$ cat src/rtl/serial_subtractor_if.sv
// Handshake and operand/result bundle for the bit-serial subtractor.
// The master drives the request and operands; the slave returns status and result.
interface serial_subtractor_if #(
    parameter int WIDTH = 8
);
    logic             start;
    logic [WIDTH-1:0] a;
    logic [WIDTH-1:0] b;
    logic             ready;
    logic             busy;
    logic             done;
    logic [WIDTH-1:0] diff;
    logic             borrow_out;

    modport master (
        output start, a, b,
        input  ready, busy, done, diff, borrow_out
    );

    modport slave (
        input  start, a, b,
        output ready, busy, done, diff, borrow_out
    );
endinterface

$ cat src/rtl/serial_subtractor.sv
// Bit-serial a - b: one full-subtractor cell reused LSB first over WIDTH cycles.
// Status outputs decode straight from state; diff/borrow_out are registers.
module serial_subtractor #(
    parameter int WIDTH = 8
) (
    input  logic                 clk,
    input  logic                 rst,
    serial_subtractor_if.slave   bus
);
    localparam int CW = (WIDTH > 1) ? $clog2(WIDTH) : 1;
    localparam logic [CW-1:0] LAST = CW'(WIDTH - 1);

    typedef enum logic [1:0] {
        S_IDLE,
        S_RUN,
        S_DONE
    } state_t;

    state_t           r_state;
    state_t           w_state_next;
    logic [WIDTH-1:0] r_a;
    logic [WIDTH-1:0] r_b;
    logic [WIDTH-1:0] r_diff;
    logic             r_br;
    logic             r_borrow_out;
    logic [CW-1:0]    r_cnt;

    logic             w_accept;
    logic             w_last;
    logic             w_d;
    logic             w_br_next;
    logic             w_ready;
    logic             w_busy;
    logic             w_done;

    assign w_last    = (r_cnt == LAST);
    assign w_d       = r_a[0] ^ r_b[0] ^ r_br;
    assign w_br_next = (~r_a[0] & r_b[0]) | (~(r_a[0] ^ r_b[0]) & r_br);

    always_ff @(posedge clk or posedge rst) begin
        if (rst) begin
            r_state <= S_IDLE;
        end else begin
            r_state <= w_state_next;
        end
    end

    always_comb begin
        w_state_next = r_state;
        w_accept     = 1'b0;
        w_ready      = 1'b0;
        w_busy       = 1'b0;
        w_done       = 1'b0;
        case (r_state)
            S_IDLE: begin
                w_ready = 1'b1;
                if (bus.start) begin
                    w_accept     = 1'b1;
                    w_state_next = S_RUN;
                end
            end
            S_RUN: begin
                w_busy = 1'b1;
                if (w_last) begin
                    w_state_next = S_DONE;
                end
            end
            S_DONE: begin
                w_done       = 1'b1;
                w_state_next = S_IDLE;
            end
            default: begin
                w_state_next = S_IDLE;
            end
        endcase
    end

    // Result bits enter at the MSB so after WIDTH shifts bit 0 lands at diff[0].
    always_ff @(posedge clk or posedge rst) begin
        if (rst) begin
            r_a          <= '0;
            r_b          <= '0;
            r_diff       <= '0;
            r_br         <= 1'b0;
            r_borrow_out <= 1'b0;
            r_cnt        <= '0;
        end else if (w_accept) begin
            r_a          <= bus.a;
            r_b          <= bus.b;
            r_diff       <= '0;
            r_br         <= 1'b0;
            r_borrow_out <= 1'b0;
            r_cnt        <= '0;
        end else if (r_state == S_RUN) begin
            r_a    <= r_a >> 1;
            r_b    <= r_b >> 1;
            r_diff <= (r_diff >> 1) | (WIDTH'(w_d) << (WIDTH - 1));
            r_br   <= w_br_next;
            r_cnt  <= r_cnt + CW'(1);
            if (w_last) begin
                r_borrow_out <= w_br_next;
            end
        end
    end

    assign bus.ready      = w_ready;
    assign bus.busy       = w_busy;
    assign bus.done       = w_done;
    assign bus.diff       = r_diff;
    assign bus.borrow_out = r_borrow_out;
endmodule

$ cat src/flat_wrapper.sv
// flat-port wrapper written by rule: the top's interface ports become plain ports
module serial_subtractor_flat 
#(
    parameter int WIDTH = 8
)
  (clk, rst, bus_start, bus_a, bus_b, bus_ready, bus_busy, bus_done, bus_diff, bus_borrow_out);
  serial_subtractor_if #(.WIDTH(WIDTH)) bus_i ();
  input  logic clk;
  input  logic rst;
  input wire logic [$bits(bus_i.start)-1:0] bus_start;
  input wire logic [$bits(bus_i.a)-1:0] bus_a;
  input wire logic [$bits(bus_i.b)-1:0] bus_b;
  output wire logic [$bits(bus_i.ready)-1:0] bus_ready;
  output wire logic [$bits(bus_i.busy)-1:0] bus_busy;
  output wire logic [$bits(bus_i.done)-1:0] bus_done;
  output wire logic [$bits(bus_i.diff)-1:0] bus_diff;
  output wire logic [$bits(bus_i.borrow_out)-1:0] bus_borrow_out;
  assign bus_i.start = bus_start;
  assign bus_i.a = bus_a;
  assign bus_i.b = bus_b;
  assign bus_ready = bus_i.ready;
  assign bus_busy = bus_i.busy;
  assign bus_done = bus_i.done;
  assign bus_diff = bus_i.diff;
  assign bus_borrow_out = bus_i.borrow_out;
  serial_subtractor #(.WIDTH(WIDTH)) u_core (.clk(clk), .rst(rst), .bus(bus_i));
endmodule
$ cat config.mk
export PLATFORM = sky130hd
export DESIGN_NAME = serial_subtractor_flat
export DESIGN_NICKNAME = d
export VERILOG_FILES = /design/src/rtl/serial_subtractor_if.sv /design/src/rtl/serial_subtractor.sv /design/src/flat_wrapper.sv
export SDC_FILE = /design/constraint.sdc
export NUM_CORES = 1
export LEC_CHECK = 0
export BUFFER_PORTS_ARGS = -buffer_cell sky130_fd_sc_hd__buf_4
export CORE_ASPECT_RATIO = 1.2
export CORE_MARGIN = 5
export CORE_UTILIZATION = 30
export DETAILED_ROUTE_END_ITERATION = 10
export GPL_ROUTABILITY_DRIVEN = 0
export PLACE_DENSITY = 0.46
export SKIP_CTS_REPAIR_TIMING = 1
export SLEW_MARGIN = 25
export SYNTH_ARGS = -nofsm -noshare
export SYNTH_HDL_FRONTEND = slang
export SYNTH_SLANG_ARGS = --single-unit
$ cat constraint.sdc
create_clock -name clk -period 1.6 [get_ports clk]
set_input_delay 0.32 -clock clk [delete_from_list [all_inputs] [get_ports clk]]
set_output_delay 0.32 -clock clk [all_outputs]
set_load 0.01 [all_outputs]
==> flow_metrics.env <==
export IMPL_status="complete, no violations"
export IMPL_synth_seq_area_share_pct=56.5
export IMPL_crit_cells=3
export IMPL_ys_types=25
export IMPL_grt_pass1_vias=1195
export IMPL_cp_max_fo=9
export IMPL_critPathCapture="bus_busy"
export IMPL_r2r_end="u_core.r_a[6]"
export IMPL_fin_tns_setup_ns=0
export IMPL_die_h_um=84.1
export IMPL_antenna_found_initial=0
export IMPL_grt_max_degree=32
export IMPL_clockPowerShare_pct=18.0
export IMPL_antenna_cells=0
export IMPL_path_clk_slew_ns=0.06
export IMPL_path_cells="nand2b_1 > inv_4 > buf_4"
export IMPL_top_layer="met4"
export IMPL_cts_tree="built"
export IMPL_ys_seq_elements=31
export IMPL_max_slew_margin_rel_pct=65.3
export IMPL_worstRegToRegCells=3
export IMPL_fmax_mhz=671
export IMPL_critPathTopFamily="flip-flops"
export IMPL_yosysWarningCount=0
export IMPL_p_sw_share_pct=34.7
export IMPL_async_flop_share_pct=100
export IMPL_syn_area_um2=1370
export IMPL_port_buffers=30
export IMPL_drtAntennaViolNets=0
export IMPL_synth_top_area_share_pct=56.5
export IMPL_cp_num_buf_inv=2
export IMPL_grt_pass1_wl_um=5810
export IMPL_cts_inserted_buffers=5
export IMPL_clk_latency_ns=0.28
export IMPL_maxCapViolations=0
export IMPL_p_switching_w=0.00117
export IMPL_synth_edff_count=0
export IMPL_multiInputGateArea_um2=505
export IMPL_finalCriticalPeriod_ns=1.49
export IMPL_internal_power_w=0.00220
export IMPL_hold_viol=0
export IMPL_fill_cells=481
export IMPL_routedLengthMet1_um=1380
export IMPL_fin_util_pct=39.3
export IMPL_clock_tree_buffer_depth=2
export IMPL_layout_nets=187
export IMPL_tightestPinTransition_ns=0.520
export IMPL_wl_met3_um=240
export IMPL_initial_core_util_pct=30.3
export IMPL_overflow=0
export IMPL_p_per_area_nw_per_um2=1890
export IMPL_synth_ff_type="dfrtp_1"
export IMPL_r2r_setup_slack_ns=0.24
export IMPL_io_pins=31
export IMPL_grt_usage_pct=12.2
export IMPL_path_class="flip-flop to primary output"
export IMPL_worstSetupEndpointType="primary output"
export IMPL_pwr_share_seq_pct=41.1
export IMPL_met2WireLength_um=1590
export IMPL_drt_iter0_markers=52
export IMPL_vias=1120
export IMPL_wl_per_cell_um=14.6
export IMPL_firstDrtPassIters=4
export IMPL_hpwl_um=2360
export IMPL_cp_required_ns=1.28
export IMPL_ff_latch_area_um2=777
export IMPL_htree_num_levels=2
export IMPL_row_count=27
export IMPL_die_x_um=71.7
export IMPL_core_area_um2=4530
export IMPL_synth_fp_nets=149
export IMPL_p_leak_nw=0.841
export IMPL_viasPerCell=5.02
export IMPL_pwr_share_comb_pct=40.9
export IMPL_finalCritPeriodShare_pct=93.1
export IMPL_grt_setup_unrepaired="no"
export IMPL_cts_root_buf="clkbuf_8"
export IMPL_regToRegStartpoint="u_core.r_state[0]"
export IMPL_cp_slowest_cell="dfrtp_2"
export IMPL_fin_worst_skew_ns=0.00348
export IMPL_startpoint="u_core.r_state[1]"
export IMPL_layout_area_overhead_vs_synth_pct=29.6
export IMPL_critPathLaunchType="flip-flop"
export IMPL_slowest_delay_ns=0.45
export IMPL_setup_viol=0
export IMPL_crit_arrival_ns=1.17
export IMPL_cts_sinks=31
export IMPL_drive_above_1_share_pct=30.9
export IMPL_dieArea_um2=6030
export IMPL_synth_area_leader_cell="dfrtp_1"
export IMPL_drc=0
export IMPL_synthTopCellsByArea="dfrtp_1, a22o_1, o22ai_1"
export IMPL_slew_viol_final=0
export IMPL_syn_inst=127
export IMPL_wl_um=3260
export IMPL_hold_class="input pin to asynchronous set/reset pin"
export IMPL_max_vdd_ir_drop_v=0.000554
export IMPL_avgSynthCellArea_um2=10.8
-- cell families after synthesis --
kind of cell	synth area share, %
buffers and inverters	6.65
AOI/OAI and AO/OA	23.1
adders and majority gates	3.28
and+or+nand+nor	10.5
DFF	56.5
-- metal layers --
metal  vias to the layer above  global-route usage [%]
met5                         -                       0
met4                         0                    4.79
met3                         4                    4.82
met2                        29                    19.4
met1                       554                    14.6
li1                        533                       -
-- power groups by stage --
stage / clock network, W / registers (W) / logic, W
floorplan: 0 / 0.00137 / 0.000899
global placement: 0 / 0.00139 / 0.00127
detailed placement: 0 / 0.00140 / 0.00131
CTS: 0.000635 / 0.00138 / 0.00132
global route: 0.000676 / 0.00143 / 0.00156
finish: 0.000606 / 0.00138 / 0.00138
-- synth_stat cells (2+ instances only) --
library cell / instances
a32oi_1: 2
o21ai_1: 2
o22ai_1: 12
buf_2: 4
nor3_1: 7
inv_1: 8
nand2b_1: 2
a21oi_1: 8
nor2_1: 13
ha_1: 2
dfrtp_1: 31
o32ai_1: 3
nand2_1: 7
a22oi_1: 3
buf_4: 3
a22o_1: 11
-- worst reg2reg max path, delay by kind of cell, from the launching register on --
kind	cells	cell delay (ns)
flops	1	0.42
compound gates	2	0.42
simple gates	1	0.39
-- registers in the layout, indices dropped and copies added (netlist names) --
signal,flops
u_core.r_a,8
u_core.r_b,8
u_core.bus.diff,8
u_core.bus.borrow_out,1
u_core.r_state,2
u_core.r_br,1
u_core.r_cnt,3
-- worst min-delay path by stage --
stage                     depth (start not counted)                     to  start
after global routing                              3          u_core.r_a[6]    rst
after detailed placement                          3     u_core.bus.diff[1]    rst
after global placement                            3     u_core.bus.diff[0]    rst
after floorplan                                   1  u_core.bus.borrow_out    rst
final                                             3     u_core.bus.diff[1]    rst
after CTS                                         3     u_core.bus.diff[1]    rst
-- layout make-up --
| type | count | area share, % |
|---|---|---|
| clock buffer | 6 | 4.64 |
| clock inverter | 1 | 0.281 |
| inverter | 9 | 2.04 |
| multi-input combinational | 78 | 28.4 |
| sequential | 31 | 43.7 |
| tap | 58 | 4.08 |
| timing repair buffer | 40 | 16.9 |
-- through the flow --
step | setup slack, ns | instance area (um2) | hold WS (ns) | power, W | instances
after floorplan | 0.373 | 1370 | 0.424 | 0.00227 | 127
after global placement | 0.289 | 1650 | 0.429 | 0.00265 | 211
after detailed placement | 0.234 | 1650 | 0.442 | 0.00271 | 211
after CTS | 0.00681 | 1740 | 0.134 | 0.00334 | 218
after global routing | 0.0372 | 1780 | 0.160 | 0.00367 | 223
final | 0.110 | 1780 | 0.121 | 0.00336 | 223
-- cells in the final DEF, fill, tap and decap left out --
master | Yosys | final
o21bai_4 | 1 | 1
a32oi_1 | 2 | 2
o21ba_2 | 1 | 1
ha_1 | 2 | 2
dfrtp_2 | 0 | 1
o32ai_1 | 3 | 3
and3_1 | 1 | 1
nor4b_1 | 1 | 1
a22oi_1 | 3 | 3
nand2b_1 | 2 | 2
nor3_1 | 7 | 7
dfrtp_1 | 31 | 30
inv_4 | 0 | 1
a21oi_1 | 8 | 8
clkinv_2 | 0 | 1
nand2_1 | 7 | 7
or2_1 | 1 | 1
clkbuf_8 | 0 | 6
fa_1 | 1 | 1
buf_4 | 3 | 40
inv_1 | 8 | 8
nor2_1 | 13 | 13
o22ai_1 | 12 | 12
a22o_1 | 11 | 11
o21ai_1 | 2 | 2
No activity file was read; power rests on OpenSTA's default activity.
